<file path="config.mk">
export PLATFORM = sky130hd
export DESIGN_NAME = sample_write_arbiter
export DESIGN_NICKNAME = d
export VERILOG_FILES = /design/src/rtl/sample_arb_pkg.sv /design/src/rtl/rr_arbiter_pick.sv /design/src/rtl/sample_write_arbiter.sv
export SDC_FILE = /design/constraint.sdc
export NUM_CORES = 1
export LEC_CHECK = 0
export ABC_AREA = 1
export CAP_MARGIN = 10
export CORE_AREA = 3 3 77 79
export CTS_BUF_LIST = sky130_fd_sc_hd__clkbuf_4
export CTS_CLUSTER_DIAMETER = 120
export DETAILED_ROUTE_END_ITERATION = 12
export DIE_AREA = 0 0 80 82
export HOLD_SLACK_MARGIN = 0.05
export MAX_ROUTING_LAYER = met4
export PLACE_DENSITY = 0.77
export SYNTH_ARGS = -nofsm -noshare
export SYNTH_HDL_FRONTEND = slang
export SYNTH_SLANG_ARGS = --single-unit
</file>
<file path="constraint.sdc">
create_clock -name W_CLK -period 2.8 [get_ports W_CLK]
set_input_delay 0.28 -clock W_CLK [delete_from_list [all_inputs] [get_ports W_CLK]]
set_output_delay 0.28 -clock W_CLK [all_outputs]
set_load 0.1 [all_outputs]
</file>
<file path="src/rtl/sample_arb_pkg.sv">
// Shared types and defaults for the audio sample FIFO write-port arbiter.
package sample_arb_pkg;

    typedef enum logic {
        IDLE = 1'b0,
        HOLD = 1'b1
    } arb_state_t;

    localparam int unsigned DEF_NUM_REQ     = 4;
    localparam int unsigned DEF_DATA_W      = 16;
    localparam int unsigned DEF_STALL_LIMIT = 64;
    localparam int unsigned DROP_CNT_W      = 16;
    localparam int unsigned STALL_CNT_W     = 8;

endpackage

</file>
<file path="src/rtl/rr_arbiter_pick.sv">
// Combinational round-robin priority encoder: first valid index at or above ptr, wrapping.
module rr_arbiter_pick
    import sample_arb_pkg::*;
#(
    parameter int unsigned NUM_REQ = DEF_NUM_REQ
) (
    input  logic [NUM_REQ-1:0]         req_valid,
    input  logic [$clog2(NUM_REQ)-1:0] ptr,
    input  logic                       enable,
    output logic [NUM_REQ-1:0]         grant,
    output logic [$clog2(NUM_REQ)-1:0] idx,
    output logic                       any
);

    localparam int unsigned IDX_W = $clog2(NUM_REQ);

    int unsigned      cand;
    logic [IDX_W-1:0] cand_idx;

    // Walk candidates ptr, ptr+1, ... mod NUM_REQ and keep the first valid one.
    always_comb begin
        grant    = '0;
        idx      = '0;
        any      = 1'b0;
        cand     = '0;
        cand_idx = '0;
        for (int k = 0; k < int'(NUM_REQ); k++) begin
            cand = 32'(ptr) + 32'(k);
            if (cand >= NUM_REQ) begin
                cand = cand - NUM_REQ;
            end
            cand_idx = IDX_W'(cand);
            if (enable && !any && req_valid[cand_idx]) begin
                grant[cand_idx] = 1'b1;
                idx             = cand_idx;
                any             = 1'b1;
            end
        end
    end

endmodule

</file>
<file path="src/rtl/sample_write_arbiter.sv">
// Round-robin arbiter feeding the sample FIFO write port through a one-deep hold register.
// Optional drop statistics (DROP_COUNT) are built when SAMPLE_ARB_STATS_EN is defined.
module sample_write_arbiter
    import sample_arb_pkg::*;
#(
    parameter int unsigned NUM_REQ     = DEF_NUM_REQ,
    parameter int unsigned DATA_W      = DEF_DATA_W,
    parameter int unsigned STALL_LIMIT = DEF_STALL_LIMIT
) (
    input  logic                        W_CLK,
    input  logic                        RESET,
    input  logic [NUM_REQ-1:0]          REQ_VALID,
    input  logic [NUM_REQ*DATA_W-1:0]   REQ_DATA,
    output logic [NUM_REQ-1:0]          REQ_READY,
    input  logic                        FIFO_FULL,
    output logic                        FIFO_WRITE,
    output logic [DATA_W-1:0]           FIFO_DIN,
    output logic [$clog2(NUM_REQ)-1:0]  GRANT_ID,
    output logic                        BUSY,
    output logic                        OVERRUN
`ifdef SAMPLE_ARB_STATS_EN
    ,
    output logic [DROP_CNT_W-1:0]       DROP_COUNT
`endif
);

    localparam int unsigned IDX_W = $clog2(NUM_REQ);

    arb_state_t             state_q, state_d;
    logic [IDX_W-1:0]       ptr_q, ptr_d;
    logic [IDX_W-1:0]       grant_id_q, grant_id_d;
    logic [DATA_W-1:0]      hold_q, hold_d;
    logic [STALL_CNT_W-1:0] stall_q, stall_d;

    logic                   pick_en;
    logic [NUM_REQ-1:0]     pick_grant;
    logic [IDX_W-1:0]       pick_idx;
    logic                   pick_any;
    logic                   fifo_write_c;
    logic                   overrun_c;
    logic                   stall_last;

    logic [DATA_W-1:0]      req_word [NUM_REQ];

    for (genvar i = 0; i < int'(NUM_REQ); i++) begin : g_unpack
        assign req_word[i] = REQ_DATA[i*DATA_W +: DATA_W];
    end

    // The slot is free for a new grant when empty, or when the held word is written this edge.
    assign pick_en = !RESET && ((state_q == IDLE) || !FIFO_FULL);

    rr_arbiter_pick #(
        .NUM_REQ (NUM_REQ)
    ) u_pick (
        .req_valid (REQ_VALID),
        .ptr       (ptr_q),
        .enable    (pick_en),
        .grant     (pick_grant),
        .idx       (pick_idx),
        .any       (pick_any)
    );

    assign stall_last = (stall_q == STALL_CNT_W'(STALL_LIMIT - 1));

    // Next-state, write strobe and drop decision.
    always_comb begin
        state_d      = state_q;
        ptr_d        = ptr_q;
        grant_id_d   = grant_id_q;
        hold_d       = hold_q;
        stall_d      = stall_q;
        fifo_write_c = 1'b0;
        overrun_c    = 1'b0;

        if (!RESET) begin
            case (state_q)
                IDLE: begin
                    state_d = IDLE;
                end
                HOLD: begin
                    if (!FIFO_FULL) begin
                        fifo_write_c = 1'b1;
                        state_d      = IDLE;
                    end else if (stall_last) begin
                        overrun_c = 1'b1;
                        state_d   = IDLE;
                    end else begin
                        stall_d = stall_q + STALL_CNT_W'(1);
                    end
                end
                default: begin
                    state_d = IDLE;
                end
            endcase

            if (pick_any) begin
                hold_d     = req_word[pick_idx];
                grant_id_d = pick_idx;
                ptr_d      = (pick_idx == IDX_W'(NUM_REQ - 1)) ? '0 : pick_idx + IDX_W'(1);
                stall_d    = '0;
                state_d    = HOLD;
            end
        end
    end

    always_ff @(posedge W_CLK) begin
        if (RESET) begin
            state_q    <= IDLE;
            ptr_q      <= '0;
            grant_id_q <= '0;
            hold_q     <= '0;
            stall_q    <= '0;
        end else begin
            state_q    <= state_d;
            ptr_q      <= ptr_d;
            grant_id_q <= grant_id_d;
            hold_q     <= hold_d;
            stall_q    <= stall_d;
        end
    end

`ifdef SAMPLE_ARB_STATS_EN
    logic [DROP_CNT_W-1:0] drop_q;

    // Saturating drop counter, cleared only by reset.
    always_ff @(posedge W_CLK) begin
        if (RESET) begin
            drop_q <= '0;
        end else if (overrun_c && (drop_q != '1)) begin
            drop_q <= drop_q + DROP_CNT_W'(1);
        end
    end

    assign DROP_COUNT = drop_q;
`endif

    assign REQ_READY  = pick_grant;
    assign FIFO_WRITE = fifo_write_c;
    assign FIFO_DIN   = hold_q;
    assign GRANT_ID   = grant_id_q;
    assign BUSY       = (state_q == HOLD);
    assign OVERRUN    = overrun_c;

endmodule
</file>
==> metrics.md <==
| Metric | Value |
|---|---|
| Maximum root-to-sink buffer count | 2 |
| Unique masters post-synth | 32 |
| Wire length of the first global-routing pass | 11500 µm |
| Synth warnings | 0 |
| Net total in the final layout | 528 |
| Data required, critical path | 2.52 ns |
| Grt met2 use | 35.9% |
| Mean area per synthesized cell | 6.38 µm² |
| Setup Crit Path Kind | register to output port |
| Outcome | completed |
| GRT met1 Usage | 30.0% |
| Post-synthesis instance total | 358 |
| Initial Utilization | 42.2% |
| Yosys top cell by area | dfxtp_1 |
| Hold Fails Final Rpt | 0 |
| Total power per unit cell area | 1070 mW/mm² |
| Worst EP arrival | 2.37 ns |
| Worst Path Max Fanout | 9 |
| Synth top area cells | dfxtp_1 (25%), nand3_1 (22%), nand2_1 (13%), inv_1 (6.9%), nand3_2 (5.7%) |
| Number of sinks handled by clock tree synthesis | 29 |
| Number of failing setup endpoints in the final timing report | 0 |
| Sequential cell area fraction in the yosys report | 25.4% |
| Number of nets produced by synthesis | 434 |
| Async set-or-reset flop fraction in the synthesized netlist | 0% |
| Number of antenna violations at the first check in global routing | 0 |
| Highest attainable clock frequency | 377 MHz |
| Worst setup path end | REQ_READY[2] |
| Worst R2R Start | ptr_q[0] |
| Pins Over Slew Limit | 0 |
| Antenna Diode Count | 0 |
| IO Port Bufs | 95 |
| Worst-skew pair later-pin latency | 0.33 ns |
| Num ports | 96 |
| Hold buffer count at cts | 0 |
| TritonCTS clock tree | done |
| Final worst hold slack | 0.476 ns |
| CTS root buffer | clkbuf_4 |
| Area growth syn-to-layout | 46.2% |
| Beginning of the critical path | ptr_q[0] |
| Number of levels the H-tree was split into | 2 |
| Max Cap Viol | 0 |
| Total via count after detailed routing | 2647 |
| Top-area cell type share of the netlist area | 25.4% |
| Met3 Resource Use GR | 4.39% |
| Cell with the most instances after synthesis | nand3_1 |
| FF-to-FF End | FIFO_DIN[7] |
| Peak ir drop on the vdd network | 0.610 mV |
| Unrepaired setup endpoints after global routing | no |
| Routability Congestion | 0.933 |
| Overflow left after global routing | 0 |
| Routed wire length | 6980 µm |
| Final clock skew | 0.00867 ns |
| Post-detailed-route DRC marker count | 0 |
| Clock buffers created by TritonCTS | 5 |
| Wire per inst | 13.3 µm |
| Overall fraction of global-route tracks in use | 22.9% |
| Worst setup SP type | register |
| Launch instance of the worst min-delay path | FIFO_DIN[12] |
| DR iter-0 viols | 181 |
| Fraction of layout cells with a size suffix above 1 | 18.3% |
| Commonest cells in the synthesized netlist | nand3_1 (100), nand2_1 (82), inv_1 (42) |
| Die Y | 82 µm |
| Vias in the first global route | 2393 |
| Endpoint type of the worst setup path | output port |
| Pwr Total | 3.57 mW |
| HPWL Detailed | 5430 µm |
| Number of cell rows | 27 |
| CTS clock-pin slew for the worst setup and hold paths | 0.11 ns |
| EDFF count, synth | 0 |
| Grt peak-use layer | met2 |
| Slew at the pin with the worst max-slew slack | 0.367 ns |
| Width of the die | 80 µm |
| Worst R2R Setup Slack | 0.37 ns |
| Number of setup buffers added after CTS | 0 |
| Largest net degree at the start of global routing | 36 |
| Iteration count of the initial detailed-routing pass | 4 |
| Layout fillers | 523 |
| Per-cell via count in the routed design | 5.04 |
| Final period util | 94.6% |
| Post-cts resize count | 0 |
| Primary flip-flop cell chosen by synthesis mapping | dfxtp_1 |
| Class of the tightest hold or removal check | register to register |
| Minimum period implied by the final worst setup slack | 2.65 ns |
| Max transition margin | 75.5% |
| Depth of the most critical reg-to-reg path | 15 |
| DIE AREA | 0.00656 mm² |
| Combined area of all synthesized cells | 0.00228 mm² |
| Core area | 0.00541 mm² |
| Accumulated negative setup slack | 0 ns |
| DRT antenna net count | 0 |
| Total leakage power | 1.64 nW |
| Synthesis-stage register bit count | 29 |
worst min-delay path by stage:
| stage | endpoint | slack (ns) | cells after the start |
|---|---|---|---|
| 6_report | FIFO_DIN[12] | 0.48 | 2 |
| 3_5_place_dp | FIFO_DIN[12] | 0.46 | 2 |
| 5_1_grt | FIFO_DIN[8] | 0.50 | 2 |
| 3_3_place_gp | FIFO_DIN[12] | 0.46 | 2 |
| 2_1_floorplan | ptr_q[1] | 0.34 | 1 |
| 4_1_cts | FIFO_DIN[12] | 0.48 | 2 |
per-stage QoR:
step | instance area (µm²) | worst slack [ns] | utilization (%) | cells
floorplan | 2290 | -0.537 | - | 358
global placement | 3280 | 0.390 | 60.7 | 517
detailed placement | 3280 | 0.322 | 60.7 | 517
CTS | 3340 | 0.108 | 61.8 | 525
global route | 3340 | 0.00762 | 61.8 | 525
finish | 3340 | 0.150 | 61.8 | 525
cells in the final DEF, fill, tap and decap left out, types with 2 or more instances in the layout:
cell | Yosys | routed
nand3_2 | 13 | 13
inv_2 | 5 | 5
clkbuf_4 | 0 | 5
a21oi_1 | 10 | 10
nor3_1 | 3 | 2
nor2_1 | 9 | 9
buf_12 | 1 | 5
o21ai_1 | 0 | 4
buf_4 | 3 | 30
nand3_1 | 100 | 100
o22ai_1 | 4 | 4
xor2_1 | 3 | 3
or2_2 | 2 | 2
nand2_2 | 9 | 9
ha_1 | 5 | 5
clkdlybuf4s50_1 | 0 | 70
dfxtp_1 | 29 | 28
clkinv_2 | 0 | 2
o21ai_0 | 11 | 7
inv_1 | 42 | 42
nand2_1 | 82 | 82
nand2_4 | 3 | 3
metal layers:
| metal | wire, µm | vias up | part of all wire, % |
|---|---|---|---|
| met3 | 343 | 8 | 4.9 |
| met2 | 3430 | 87 | 49 |
| met1 | 3140 | 1181 | 45 |
| met5 | 0 | - | 0 |
| met4 | 75 | 0 | 1.1 |
| li1 | - | 1371 | - |
state kept, by name, summed over array words and instances, names as in the netlist:
name and cells:
ptr_q 2, BUSY 1, GRANT_ID 2, FIFO_DIN 16
stall_q 8
power by group:
part           leakage (nW)  switching (mW)  internal [mW]
sequential            0.239          0.0869          0.540
combinational          1.37            1.93          0.749
clock                0.0310           0.166         0.0946
worst max-delay path, stage by stage (launching register included):
cell and delay (ns):
dfxtp_1 0.45, inv_8 0.08, ha_1 0.37, inv_1 0.12, nand3_1 0.09, nand2_2 0.10, nand4_2 0.16, inv_2 0.09
nand2_2 0.09, o21ai_1 0.27, buf_12 0.22
cell type report:
type,count,area (µm²),area share (%)
timing repair buffer,105,1030,30.7
multi-input combinational,263,1400,41.9
sequential,29,582,17.4
inverter,48,188,5.62
tap,72,90.1,2.70
clock buffer,5,37.5,1.12
clock inverter,3,17.5,0.525
kinds of logic (layout without fill, tap and decap cells):
logic type | count (synthesis) | in the layout | synth area share (%)
AOI/OAI and AO/OA | 28 | 28 | 7.23
xor gates and xnor gates | 3 | 3 | 1.15
adders and majority gates | 5 | 5 | 2.74
buffers and inverters | 66 | 161 | 13.5
DFF | 29 | 29 | 25.4
and+or+nand+nor | 227 | 227 | 49.9
(Power assumes the default switching activity.)
